[config.mk]
export PLATFORM = sky130hd
export DESIGN_NAME = pipeline_hazard_ctrl
export DESIGN_NICKNAME = d
export VERILOG_FILES = /design/src/rtl/pipeline_hazard_ctrl.sv
export SDC_FILE = /design/constraint.sdc
export NUM_CORES = 1
export LEC_CHECK = 0
export BUFFER_PORTS_ARGS = -buffer_cell sky130_fd_sc_hd__buf_2
export CAP_MARGIN = 20
export CORE_AREA = 3 3 40 42
export DETAILED_ROUTE_END_ITERATION = 16
export DIE_AREA = 0 0 43 45
export PLACE_DENSITY = 0.73
export SETUP_SLACK_MARGIN = 0.1
export SLEW_MARGIN = 20
export SYNTH_ARGS = -nofsm -noshare
export SYNTH_HDL_FRONTEND = slang
export SYNTH_SLANG_ARGS = --single-unit
export TNS_END_PERCENT = 5
[constraint.sdc]
create_clock -name CLK -period 2 [get_ports CLK]
set_clock_uncertainty 0.1 [all_clocks]
set_input_delay 0.2 -clock CLK [delete_from_list [all_inputs] [get_ports CLK]]
set_output_delay 0.2 -clock CLK [all_outputs]
set_load 0.05 [all_outputs]
[src/rtl/pipeline_hazard_ctrl.sv]
// Pipeline hazard sequencer: per-stage EN/FLUSH and PC_EN from cache handshakes, load-use, MEM redirects and halt.
// Optional performance counters are built when HAZARD_PERF_CNT_EN is defined.
module pipeline_hazard_ctrl #(
    parameter int REG_W = 5,
    parameter int CNT_W = 32
) (
    input  logic             CLK,
    input  logic             RST,
    input  logic             ihit,
    input  logic             dhit,
    input  logic             mem_req,
    input  logic             redirect,
    input  logic             halt_in,
    input  logic             idex_load,
    input  logic [REG_W-1:0] idex_rd,
    input  logic [REG_W-1:0] dec_rs,
    input  logic [REG_W-1:0] dec_rt,
    output logic             PC_EN,
    output logic             IF_EN,
    output logic             IF_FLUSH,
    output logic             ID_EN,
    output logic             ID_FLUSH,
    output logic             EX_EN,
    output logic             EX_FLUSH,
    output logic             MEM_EN,
    output logic             MEM_FLUSH,
    output logic             halt,
    output logic [1:0]       state
`ifdef HAZARD_PERF_CNT_EN
    ,
    output logic [CNT_W-1:0] stall_cycles,
    output logic [CNT_W-1:0] flush_events,
    output logic [CNT_W-1:0] lu_stalls
`endif
);

    typedef enum logic [1:0] {RUN = 2'd0, SQUASH = 2'd1, HALTED = 2'd2} state_t;

    state_t     st, nxt;
    logic       mstall, lu, pc;
    logic [3:0] en, fl;   // bit 0 = IF/ID ... bit 3 = MEM/WB

    if (CNT_W < 1) begin : g_cnt_w_invalid
    end

    assign mstall = mem_req & ~dhit;
    assign lu     = idex_load & (idex_rd != '0) & ((idex_rd == dec_rs) | (idex_rd == dec_rt));

    always_comb begin
        pc  = 1'b0;
        en  = 4'b0000;
        fl  = 4'b0000;
        nxt = st;
        case (st)
            RUN, SQUASH: begin
                if (halt_in & ~mstall) begin
                    en  = 4'b1111;
                    nxt = HALTED;
                end else if (mstall) begin
                    en  = 4'b0000;
                end else if (redirect) begin
                    pc  = 1'b1;
                    en  = 4'b1111;
                    fl  = 4'b0111;
                    nxt = ihit ? RUN : SQUASH;
                end else if (st == SQUASH) begin
                    // the word returning now belongs to the wrong path: drop it and refetch
                    en = 4'b1111;
                    fl = {2'b00, ihit & lu, 1'b1};
                    if (ihit) nxt = RUN;
                end else if (lu) begin
                    en = 4'b1110;
                    fl = 4'b0010;
                end else if (~ihit) begin
                    en = 4'b1111;
                    fl = 4'b0001;
                end else begin
                    pc = 1'b1;
                    en = 4'b1111;
                end
            end
            default: nxt = HALTED;
        endcase
    end

    always_ff @(posedge CLK) begin
        if (RST) st <= RUN;
        else     st <= nxt;
    end

    assign PC_EN     = ~RST & pc;
    assign IF_EN     = ~RST & en[0];
    assign IF_FLUSH  = ~RST & fl[0];
    assign ID_EN     = ~RST & en[1];
    assign ID_FLUSH  = ~RST & fl[1];
    assign EX_EN     = ~RST & en[2];
    assign EX_FLUSH  = ~RST & fl[2];
    assign MEM_EN    = ~RST & en[3];
    assign MEM_FLUSH = ~RST & fl[3];
    assign halt      = ~RST & (st == HALTED);
    assign state     = RST ? 2'd0 : st;

`ifdef HAZARD_PERF_CNT_EN
    logic running, redir_acc, lu_act;

    assign running   = (st != HALTED);
    assign redir_acc = running & ~mstall & ~halt_in & redirect;
    assign lu_act    = (st == RUN) & ~mstall & ~halt_in & ~redirect & lu;

    always_ff @(posedge CLK) begin
        if (RST) begin
            stall_cycles <= '0;
            flush_events <= '0;
            lu_stalls    <= '0;
        end else begin
            if (running & ~pc & (stall_cycles != '1))
                stall_cycles <= stall_cycles + {{(CNT_W-1){1'b0}}, 1'b1};
            if (redir_acc & (flush_events != '1))
                flush_events <= flush_events + {{(CNT_W-1){1'b0}}, 1'b1};
            if (lu_act & (lu_stalls != '1))
                lu_stalls <= lu_stalls + {{(CNT_W-1){1'b0}}, 1'b1};
        end
    end
`endif

endmodule

# After elaboration in Yosys (flattened, before gate mapping)
# Index checks and enable logic that the tools add are counted.
# W data, S select, Z words.
[totals]
inputBits = 23
elab_cells = 65
output_inout_bits = 12
ff_bits = 2
[classes]
bitwise_logic = 20
n_reduce_logical = 8
eq_ne = 7
muxes = 28
[op_table]
columns = ["cell", "n"]
rows = [
  ["$mux W2", 9],
  ["$and A1 B1 Y1", 14],
  ["$mux W1", 12],
  ["$mux W3", 4],
  ["$mux W4", 3],
  ["$eq A5 B5 Y1", 2],
  ["$ne A4 B4 Y1 const B", 2],
  ["$reduce_and A3 Y1", 2],
  ["$reduce_bool A5 Y1", 1],
  ["$not A1 Y1", 4],
  ["$reduce_bool A2 Y1", 2],
  ["$ne A3 B3 Y1 const B", 1],
  ["$reduce_or A3 Y1", 1],
  ["$eq A2 B1 Y1 const B", 1],
  ["$eq A2 B2 Y1 const B", 1],
  ["$logic_not A2 Y1", 1],
  ["$reduce_or A2 Y1", 1],
  ["$and A1 B1 Y1 const B", 1],
  ["$or A1 B1 Y1", 1],
]

# Longest topological paths before layout
[depth]
word_depth = 10
depth_mapped = 4
depth_no_buf = 4

# Worst setup path before layout
# Ideal clock, no wire load.
[synth_path]
path_type = "reg-to-output"
startpoint = "register st[1]"
endpoint = "output port IF_EN"
slack_ns = -0.777
stages_incl_launch_ff = 3
required_time_ns = 1.700
arrival_ns = 2.477
n_path_buf = 0
path_cell_list = "dfxtp_1 -> nor3_1 -> a21boi_1"
[synth_via]
elab_chain_len = 7
word_cells_on_any_way = 9
cone_classes = "eq/ne: 1; mux: 5; bitwise: 1; reduce/logical: 2"
[synth_lines]
columns = ["item", "line", "rtl"]
rows = [
  ["start: declaration", "39", "state_t st, nxt;"],
  ["start signal: assignment", "88", "else st <= nxt;"],
  ["$eq A2 B1 Y1", "54, 66", ""],
  ["$mux W1", "66", "end else if (st == SQUASH) begin"],
  ["$mux W1", "61", "end else if (redirect) begin"],
  ["$mux W4", "59", "end else if (mstall) begin"],
  ["$mux W4", "56", "if (halt_in & ~mstall) begin"],
  ["$mux W4 (*)", "54", "case (st)"],
  ["$and A1 B1 Y1 (*)", "92", "assign IF_EN = ~RST & en[0];"],
  ["end: declaration", "19", "output logic IF_EN,"],
]
# Mark *: on every way between the ends. The rest lies on a longest branch, timed or not.

# Worst setup path after layout
[layout_path]
startpoint = "input port idex_rd[1]"
endpoint = "output port ID_FLUSH"
[layout_via]
elab_chain_len = 10
word_cells_on_any_way = 14
cone_classes = "eq/ne: 2; mux: 6; bitwise: 5; reduce/logical: 1"
[layout_lines]
columns = ["item", "line", "rtl"]
rows = [
  ["start: declaration", "15", "input logic [REG_W-1:0] idex_rd,"],
  ["$eq A5 B5 Y1 / $reduce_bool A5 Y1 (equally long branches)", "47", "assign lu = idex_load & (idex_rd != '0) & ((idex_rd == dec_rs) | (idex_rd == dec_rt));"],
  ["$or A1 B1 Y1 / $and A1 B1 Y1 (equally long branches)", "47", ""],
  ["$and A1 B1 Y1 (*)", "47", ""],
  ["$mux W2 / $and A1 B1 Y1 (equally long branches)", "71, 69", ""],
  ["$mux W2 (*)", "66", ""],
  ["$mux W3 (*)", "61", ""],
  ["$mux W3 (*)", "59", ""],
  ["$mux W3 (*)", "56", ""],
  ["$mux W3 (*)", "54", ""],
  ["$and A1 B1 Y1 (*)", "95", "assign ID_FLUSH = ~RST & fl[1];"],
  ["end: declaration", "22", "output logic ID_FLUSH,"],
]
# Marks and branches as above.

==> impl_metrics.py <==
metrics = {
    "sta": {
        "rsz0062_at_grt": "true",
        "hold_viol": 0,
        "setup-violations-final": 0,
        "min_period_over_period_pct": 94.0,
        "fin_tns_setup_ps": 0,
        "fin_crit_ps": 1880,
        "drv_slew": 0,
        "fmax_mhz": 532,
        "hold_ws_ps": 153,
    },
    "flow_run": {
        "drv_cap": 0,
    },
    "clock_tree": {
        "htreeDepth": 1,
        "clockRootBuffer": "clkbuf_4",
        "clkLatencyLatePin_ps": 220,
        "cts_tree": "yes",
        "path_clk_slew_ps": 30,
        "cts_buffer_depth": 2,
        "postCtsHoldBufs": 0,
        "cts_num_sinks": 2,
        "cts_made_buffers": 3,
    },
    "synthesis": {
        "synth.top_cell.area_share_pct": 23.3,
        "synth_xor_area_share_pct": 23.3,
        "synthAdderAreaFrac_pct": 0,
        "avgSynthCellArea_um2": 7.24,
        "ys_seq_area_share_pct": 10.6,
        "synth_area_leader_cell": "xnor2_1",
        "netlist_area_um2": 377,
        "ys_seq_elements": 2,
        "postSynthCellCount": 52,
        "syn_nets": 75,
        "yosys-top-cells-area": "xnor2_1, dfxtp_1, buf_4",
        "muxShareOfSynthArea_pct": 0,
        "yosys.area_share.simple_pct": 38.2,
        "ys_warn_count": 0,
        "ys.flop_type": "dfxtp_1",
        "synth_edf_count": 0,
        "synthArstFlopShare_pct": 0,
        "synth-compound-area-share_pct": 19.9,
        "synth_top_family_by_area": "simple AND/OR/NAND/NOR gates",
        "yosysUniqueCellTypes": 25,
    },
    "layout": {
        "n_antenna_cell": 0,
        "final_common_cell": "buf_2",
        "largest-register": "st",
        "drive_gt1_share_pct": 59.3,
        "layout.cells.most_common_list": "buf_2, xnor2_1, nor2_1",
        "largest_reg_flops": 2,
        "nets": 111,
        "reg_top3": "st (2)",
        "fill_cells": 132,
        "area_growth_pct": 65.4,
    },
    "power": {
        "leakage_nw": 0.290,
        "vdd_drop_max_v": 0.000283,
        "p_total_mw": 0.292,
        "power.density_nw_per_um2": 469,
    },
    "detailed_routing": {
        "wirelength_mm": 1.06,
        "ant_nets": 0,
        "firstDrtPassIters": 2,
        "vias_per_cell": 4.58,
        "routedWlPerCell_um": 10.5,
        "drt_iter0_markers": 2,
        "drc": 0,
        "via_count": 463,
    },
    "die": {
        "die_w_um": 43,
        "die_h_um": 45,
        "core_um2": 1280,
        "placementRows": 13,
        "start_util_pct": 29.3,
        "num_io_pins": 35,
        "dieArea_um2": 1940,
    },
    "grt": {
        "busiest_layer": "met2",
        "grtUsageTotal_pct": 12.0,
        "antenna_found_initial": 0,
        "grt_pass1_wl_mm": 1.79,
        "grt_use_met1_pct": 13.7,
        "gr-usage-met3_pct": 1.20,
        "grt_util_met2_pct": 22.5,
        "grt_pass1_vias": 467,
        "gr-total-overflow": 0,
        "grt_max_degree": 8,
    },
    "placement": {
        "io_buffer_count": 33,
        "post-dp-hpwl_um": 909,
        "gp_congestion": 0.714,
    },
    "worst_setup_path": {
        "critPathCaptureType": "output pin",
        "cp.arrival_ps": 1580,
        "worstPathMaxFanout": 4,
        "critical_path_class": "input port to output pin",
        "cp-start-kind": "input port",
        "cp_data_required_time_ps": 1700,
    },
    "run_status": {
        "status": "finished clean",
    },
    "worst_hold_path": {
        "hold_class": "input port to flop",
    },
}
## cells in the mapped netlist, types with 2 or more instances
library cell,n
nor3_1,3
nand2_1,2
nand3_1,2
nor2b_1,3
dfxtp_1,2
nor2_1,5
a21oi_1,4
nor4_1,2
buf_4,3
nand2b_1,2
xnor2_1,10
## area by class of cell
cell class                      instances  area [um2]  area share [%]
Clock buffer                            3        22.5            3.61
Inverter                                1        3.75           0.602
Multi-Input combinational cell         46         345            55.4
Sequential cell                         2        41.3            6.63
Tap cell                               15        18.8            3.01
Timing Repair Buffer                   34         191            30.7
## stage by stage
stage / cells / area [um2] / utilization, % / setup slack [ps]
floorplan: 52 / 390 / - / -47.7
global placement: 97 / 552 / 42.9 / 137
detailed placement: 97 / 552 / 42.9 / 97.8
CTS: 100 / 593 / 46.2 / 93.3
global route: 101 / 623 / 48.5 / 76.3
finish: 101 / 623 / 48.5 / 120
## critical path: stages
cell and delay, ps:
buf_2 120, or4_4 550, o21ai_4 210, buf_6 130
nor3_4 30, a21o_1 190, buf_6 150
## power by group
group          internal [mW]  switching (mW)
registers             0.0430         0.00374
clock network         0.0661          0.0220
logic                 0.0611          0.0961
total                  0.170           0.122
## timing repair
item | in CTS | in global routing
pin swaps | 0 | 4
endpoints found under the setup margin | 2 | 3
buffers inserted | 0 | 1
gates resized for setup | 6 | 5
## metal layers
| layer | share of wire (%) | vias to the layer above |
|---|---|---|
| li1 | - | 245 |
| met1 | 38 | 209 |
| met2 | 59 | 9 |
| met3 | 3.7 | 0 |
| met4 | 0 | 0 |
| met5 | 0 | - |
## kinds of logic after synthesis
kind of cell / after synthesis
buffers and inverters: 4
AO/OA/AOI/OAI: 10
AND/OR/NAND/NOR: 25
other: 1
XOR/XNOR: 10
flip-flops: 2
## path summary, 6_finish.rpt
check	from	to	slack, ps	cells past startpoint
worst max-delay path	idex_rd[1]	ID_FLUSH	120	7
worst min-delay path	RST	st[1]$_SDFFE_PP0P_	150	2
worst max register to register	st[0]$_SDFFE_PP0P_	st[0]$_SDFFE_PP0P_	1190	2
worst min register to register	st[1]$_SDFFE_PP0P_	st[0]$_SDFFE_PP0P_	400	1
(Power assumes the default switching activity.)
